File: config.mk
export PLATFORM = sky130hd
export DESIGN_NAME = decode_packet
export DESIGN_NICKNAME = d
export VERILOG_FILES = /design/src/rtl/decode_packet.sv
export SDC_FILE = /design/constraint.sdc
export NUM_CORES = 2
export LEC_CHECK = 0
export CORE_AREA = 2 2 506 508
export DETAILED_ROUTE_END_ITERATION = 16
export DIE_AREA = 0 0 508 510
export DONT_BUFFER_PORTS = 1
export PLACE_DENSITY = 0.35
export SLEW_MARGIN = 0
export SYNTH_ARGS = -nofsm -noshare
export SYNTH_HDL_FRONTEND = slang
export SYNTH_SLANG_ARGS = --single-unit
File: constraint.sdc
create_clock -name clk -period 5.7 [get_ports clk]
set_input_delay 1.14 -clock clk [delete_from_list [all_inputs] [get_ports clk]]
set_output_delay 1.14 -clock clk [all_outputs]
set_load 0.05 [all_outputs]
File: src/rtl/decode_packet.sv
// rtl/decode_packet.sv - reassembles a DFX word from Aurora RX packets
//
// Purpose: pops PKT_COUNT packets from the Aurora RX FIFO, checks that their
// sequence numbers run 0..PKT_COUNT-1 and that all come from the same source
// router, and presents the rebuilt word to the decode controller.
// Packet layout (LSB first): [1:0] src_router, [6:2] pkt_number, [8:7] TTL,
// [AURORA_DATA_WIDTH-1:9] payload.
//
// Ports:
//   clk, rst        clock, synchronous active-high reset
//   pkt_valid       RX FIFO has a packet
//   pkt_data        packet at the head of the RX FIFO
//   pkt_ready       packet accepted this cycle (FIFO read enable = valid & ready)
//   dfx_valid       reassembled word available
//   dfx_ready       decode controller takes the word
//   data_dfx_recv   reassembled word
//   src_router_out  source router of the frame
//   ttl_out         TTL of packet 0 of the frame
//   decode_err      one-cycle pulse per offending packet
//   frame_cnt       frames delivered, wraps
module decode_packet #(
  parameter int DATA_WIDTH        = 1024,
  parameter int ADDR_WIDTH        = 10,
  parameter int DATA_DFX_WIDTH    = DATA_WIDTH + ADDR_WIDTH,
  parameter int AURORA_DATA_WIDTH = 256,
  parameter int PAYLOAD_WIDTH     = AURORA_DATA_WIDTH - 9,
  parameter int PKT_COUNT         = 5
) (
  input  logic                         clk,
  input  logic                         rst,
  input  logic                         pkt_valid,
  input  logic [AURORA_DATA_WIDTH-1:0] pkt_data,
  output logic                         pkt_ready,
  output logic                         dfx_valid,
  input  logic                         dfx_ready,
  output logic [DATA_DFX_WIDTH-1:0]    data_dfx_recv,
  output logic [1:0]                   src_router_out,
  output logic [1:0]                   ttl_out,
  output logic                         decode_err,
  output logic [15:0]                  frame_cnt
);

  // The last packet only carries what is left of the word.
  localparam int LAST_W = DATA_DFX_WIDTH - (PKT_COUNT - 1) * PAYLOAD_WIDTH;
  localparam logic [4:0] LAST_NUM = 5'(PKT_COUNT - 1);

  typedef enum logic [1:0] {
    IDLE    = 2'd0,
    COLLECT = 2'd1,
    OUTPUT  = 2'd2
  } state_t;

  state_t                      state_q, state_d;
  logic [4:0]                  exp_q, exp_d;
  logic [DATA_DFX_WIDTH-1:0]   data_d;
  logic [1:0]                  src_d, ttl_d;
  logic                        err_d;
  logic [15:0]                 cnt_d;

  logic                        accept;
  logic [4:0]                  pkt_num;
  logic [1:0]                  pkt_src;
  logic [1:0]                  pkt_ttl;
  logic [PAYLOAD_WIDTH-1:0]    pkt_payload;

  assign pkt_num     = pkt_data[6:2];
  assign pkt_src     = pkt_data[1:0];
  assign pkt_ttl     = pkt_data[8:7];
  assign pkt_payload = pkt_data[AURORA_DATA_WIDTH-1:9];

  assign pkt_ready = ~rst & (state_q != OUTPUT);
  assign accept    = pkt_valid & pkt_ready;
  assign dfx_valid = (state_q == OUTPUT);

  // Drops payload into slice idx of base; the last slice keeps only the
  // low LAST_W payload bits.
  function automatic logic [DATA_DFX_WIDTH-1:0] put_slice(
    input logic [DATA_DFX_WIDTH-1:0] base,
    input logic [4:0]                idx,
    input logic [PAYLOAD_WIDTH-1:0]  pay
  );
    logic [DATA_DFX_WIDTH-1:0] w;
    w = base;
    for (int k = 0; k < PKT_COUNT - 1; k++) begin
      if (idx == 5'(k)) begin
        w[k*PAYLOAD_WIDTH +: PAYLOAD_WIDTH] = pay;
      end
    end
    if (idx == LAST_NUM) begin
      w[(PKT_COUNT-1)*PAYLOAD_WIDTH +: LAST_W] = pay[LAST_W-1:0];
    end
    return w;
  endfunction

  always_comb begin
    state_d = state_q;
    exp_d   = exp_q;
    data_d  = data_dfx_recv;
    src_d   = src_router_out;
    ttl_d   = ttl_out;
    err_d   = 1'b0;
    cnt_d   = frame_cnt;

    case (state_q)
      IDLE: begin
        if (accept) begin
          if (pkt_num == 5'd0) begin
            data_d  = put_slice('0, 5'd0, pkt_payload);
            src_d   = pkt_src;
            ttl_d   = pkt_ttl;
            exp_d   = 5'd1;
            state_d = COLLECT;
          end else begin
            err_d = 1'b1;
          end
        end
      end

      COLLECT: begin
        if (accept) begin
          if (pkt_num == exp_q && pkt_src == src_router_out) begin
            data_d = put_slice(data_dfx_recv, pkt_num, pkt_payload);
            if (exp_q == LAST_NUM) begin
              exp_d   = 5'd0;
              state_d = OUTPUT;
            end else begin
              exp_d = exp_q + 5'd1;
            end
          end else if (pkt_num == 5'd0) begin
            // A fresh packet 0 mid-frame abandons the old frame but is
            // itself a valid start, so it is kept as slice 0.
            err_d   = 1'b1;
            data_d  = put_slice('0, 5'd0, pkt_payload);
            src_d   = pkt_src;
            ttl_d   = pkt_ttl;
            exp_d   = 5'd1;
            state_d = COLLECT;
          end else begin
            err_d   = 1'b1;
            data_d  = '0;
            exp_d   = 5'd0;
            state_d = IDLE;
          end
        end
      end

      OUTPUT: begin
        if (dfx_ready) begin
          cnt_d   = frame_cnt + 16'd1;
          state_d = IDLE;
        end
      end

      default: begin
        state_d = IDLE;
      end
    endcase
  end

  always_ff @(posedge clk) begin
    if (rst) begin
      state_q        <= IDLE;
      exp_q          <= 5'd0;
      data_dfx_recv  <= '0;
      src_router_out <= 2'd0;
      ttl_out        <= 2'd0;
      decode_err     <= 1'b0;
      frame_cnt      <= 16'd0;
    end else begin
      state_q        <= state_d;
      exp_q          <= exp_d;
      data_dfx_recv  <= data_d;
      src_router_out <= src_d;
      ttl_out        <= ttl_d;
      decode_err     <= err_d;
      frame_cnt      <= cnt_d;
    end
  end

endmodule

==> summary.md <==
| Metric | Value |
|---|---|
| CP startpoint kind | `input pin` |
| Arr. time, crit path | `3.81 ns` |
| Clk Latency, worst-skew pair | `about 0.8 ns` |
| Status | `finished, final reports clean` |
| CP most frequent cell | `buf_16` |
| PortBufs | `0` |
| Fin Clk Skew | `0.0343 ns` |
| DR pass1 iterations | `5` |
| Area grow syn2layout | `21.2%` |
| Post-synth EDFFs | `0` |
| CTS Root Cell | `clkbuf_16` |
| Vias in the first global route | `28400` |
| Synthesis Warnings | `0` |
| RSZ-0062 raised after global routing | `false` |
| Netlist Area Pre-Place | `39700 µm²` |
| Peak supply drop | `0.264 mV` |
| Post-Syn Instances | `3936` |
| Final TNS setup | `0 ns` |
| Post-synth ARST share | `0` |
| Total I/O pin count | `roughly 1300` |
| #FFs+latches synth | `1062` |
| Seq/Total Area, Yosys | `0.536` |
| Biggest area consumer among synthesized cells | `dfxtp_1` |
| Setup Crit Path Kind | `in -> out` |
| Initial DRC count | `around 2100` |
| Setup ws final | `~0.75 ns` |
| Min cycle time layout | `4.95 ns` |
| Final hold violations | `0` |
| Final setup fails | `0` |
| Required @ worst endpoint | `4.56 ns` |
| Syn_nets | `~4200` |
| Syn avg cell area | `10.1 µm²` |
| Rel. slew slack | `0.0184` |
| Number of antenna violations at the first check in global routing | `21` |
| Post-Route WL | `199000 µm` |
| Global-route wire length before repair | `~260000 µm` |
| Overall routing resource usage | `0.145` |
| Die W | `508 µm` |
| CTS Buf Count | `133` |
| Crit. Startpoint | `rst` |
| R2R Setup Slk | `between 2 and 2.5 ns` |
| Layout cell share with drive strength beyond 1 | `0.0871` |
| Vias/cell | `4.04` |
| Routed Antenna Nets | `0` |
| Post_cts resized | `0` |
| Clock transition at the registers of the reported paths | `0.06 ns` |
| CTS Sinks | `1062` |
| Core Rows | `185` |
| Post-CTS Setup Bufs | `0` |
| Die area | `259000 µm²` |
| Cell chain of the critical path | `buf_16, buf_16, nor2_1` |
| Synth cell types | `52` |
| Final core utilization | `0.190` |
| HPWL after detailed placement | `141000 µm` |
| H-tree depth | `4` |
| Fmax | `202 MHz` |
| Fin nets | `4067` |
| Crit-path max FO | `about 310` |
| Routed length per instance | `between 20 and 30 µm` |
| Slowest CP cell | `nor2_1` |
| Slew Limit Fails | `0` |
| Slew at the pin with the worst max-slew slack | `~1.5 ns` |
| Post-Place Cells | `7031` |
| Worst Setup EP | `pkt_ready` |
| Gpl congestion | `approximately 0.83` |
| Top FF cell, synth | `dfxtp_1` |
| Nature of the critical path endpoint | `output pin` |
| Hold_buf cts | `0` |
| Reg2Reg Depth | `6` |
| Starting density of the core | `0.157` |
| Max Cap Viol | `0` |
| Worst r2r src | `src_router_out[0]` |
| Pwr dens | `between 300 and 400 nW/µm²` |
| Hold/Removal Path Class | `in -> reg` |
| Clock tree buffer depth | `3` |
| Pleak | `~15 nW` |
| CORE AREA | `253000 µm²` |
| Pin count of the biggest net entering global routing | `1072` |
| TritonCTS clock tree | `yes` |
| Top cell type's share of synthesized area | `0.536` |
| Final Cycle Share | `0.868` |
| R2r endpoint | `data_dfx_recv[353]` |
| Place WS | `1.52 ns` |
| Vias post-DR | `29500` |
| GRT overflow | `0` |
| DR DRC count | `0` |
| Ranking of synthesized cells by area | `dfxtp_1 54%, nand2b_1 16%, o2bb2ai_1 16%, nand2_1 2.4%, clkbuf_1 2.0%` |
| Vert. Die Dim | `between 500 and 600 µm` |
| Non-Filler Instances | `7284` |
| Slowest stage delay, CP | `between 0.9 and 1 ns` |
registers in the layout, indices dropped and copies added (netlist names):
name            flops
state_q             2
data_dfx_recv    1034
decode_err          1
frame_cnt          16
src_router_out      2
exp_q               5
ttl_out             2
metrics by stage:
step	power, mW	area, µm²	hold WS, ns
floorplan	7.88	39700	0.485
global placement	7.85	43400	0.520
detailed placement	7.85	43400	0.530
CTS	16.8	48000	0.346
global route	17.2	48100	0.381
finish	16.6	48100	0.445
metal layers:
layer / global-route usage / part of all wire
met1: 0.167 / 0.39
met2: 0.233 / 0.46
met3: 0.0748 / 0.12
met4: 0.0407 / 0.025
met5: 0 / 0.000065
critical path: cells and delay by family:
kind                   cells  cell delay [ns]
and+or+nand+nor            1             0.97
buffers and inverters      2             0.77
report_power, final:
part           leakage (nW)  switching [mW]  internal (mW)  total, mW
sequential             8.55          0.0625           7.44       7.50
clock                  2.18            3.76           5.01       8.77
combinational          4.37           0.152          0.139      0.291
layout make-up:
cell class / count / area, µm²
Sequential cell: 1062 / 21300
Fill cell: 27900 / 205000
Clock buffer: 197 / 3870
Inverter: 54 / 203
Multi-Input combinational cell: 2471 / 16800
Timing Repair Buffer: 82 / 1060
Tap cell: 3366 / 4210
Clock inverter: 38 / 648
Antenna cell: 14 / 35.0
placed cells by master (no fill, tap or decap), types with 3 or more instances in the layout:
master     instances
buf_4             49
clkbuf_8          30
xnor2_1            3
xor2_1            13
buf_12            29
or4_1              4
clkbuf_1          34
nand3_1           13
nor3_1             6
or3_1              5
nand2_1          258
a31oi_4            5
o22ai_2           40
a21oi_1           10
bufinv_16          5
o21ai_0          143
buf_16             4
nor4_2             3
a31oi_1            3
nand2b_1        1044
inv_1             54
nand4_1            7
inv_6              5
mux2i_1            3
nor4_4             3
clkinv_2          12
o21ai_1          111
o22ai_1            6
nor2_1            13
clkbuf_16        133
dfxtp_1         1062
o2bb2ai_1        741
ha_1               3
diode_2           14
clkinv_16         11
nor4_1             3
cells in the mapped netlist (2+ instances only):
cell type,count
buf_6,6
o21ai_1,111
nor2_1,13
nand4_1,7
dfxtp_1,1062
o22ai_2,40
o211ai_1,2
mux2i_1,3
nand4b_1,2
nor4_4,3
buf_1,27
a31o_2,2
clkbuf_1,209
nand2b_1,1044
or4_1,4
buf_2,106
a31oi_1,8
xor2_1,13
nor2b_1,2
nor3_1,7
a21oi_1,10
ha_1,3
or3_1,5
inv_1,54
nor4_1,3
o22ai_1,6
o31ai_1,2
and3_1,2
nor4bb_1,2
nor4_2,3
nand2_1,258
xnor2_1,3
nand3_1,13
o21ai_0,143
o2bb2ai_1,741
kinds of logic after synthesis:
group,count (synthesis),share of synthesized area
buffers and inverters,403,0.0427
adders and majority gates,3,0.000946
xor gates and xnor gates,16,0.00353
muxes,4,0.00104
and+or+nand+nor,1377,0.202
AOI/OAI and AO/OA,1071,0.214
DFF,1062,0.536
worst min-delay path by stage:
stage / start / to / slack [ns] / cells past startpoint
floorplan: exp_q[1] / exp_q[1] / 0.48 / 2
global placement: exp_q[1] / exp_q[1] / 0.52 / 2
detailed placement: exp_q[1] / exp_q[1] / 0.53 / 2
CTS: pkt_data[178] / data_dfx_recv[169] / 0.35 / 2
global route: pkt_data[188] / data_dfx_recv[920] / 0.38 / 1
finish: pkt_data[178] / data_dfx_recv[169] / 0.44 / 2
(Power assumes the default switching activity.)
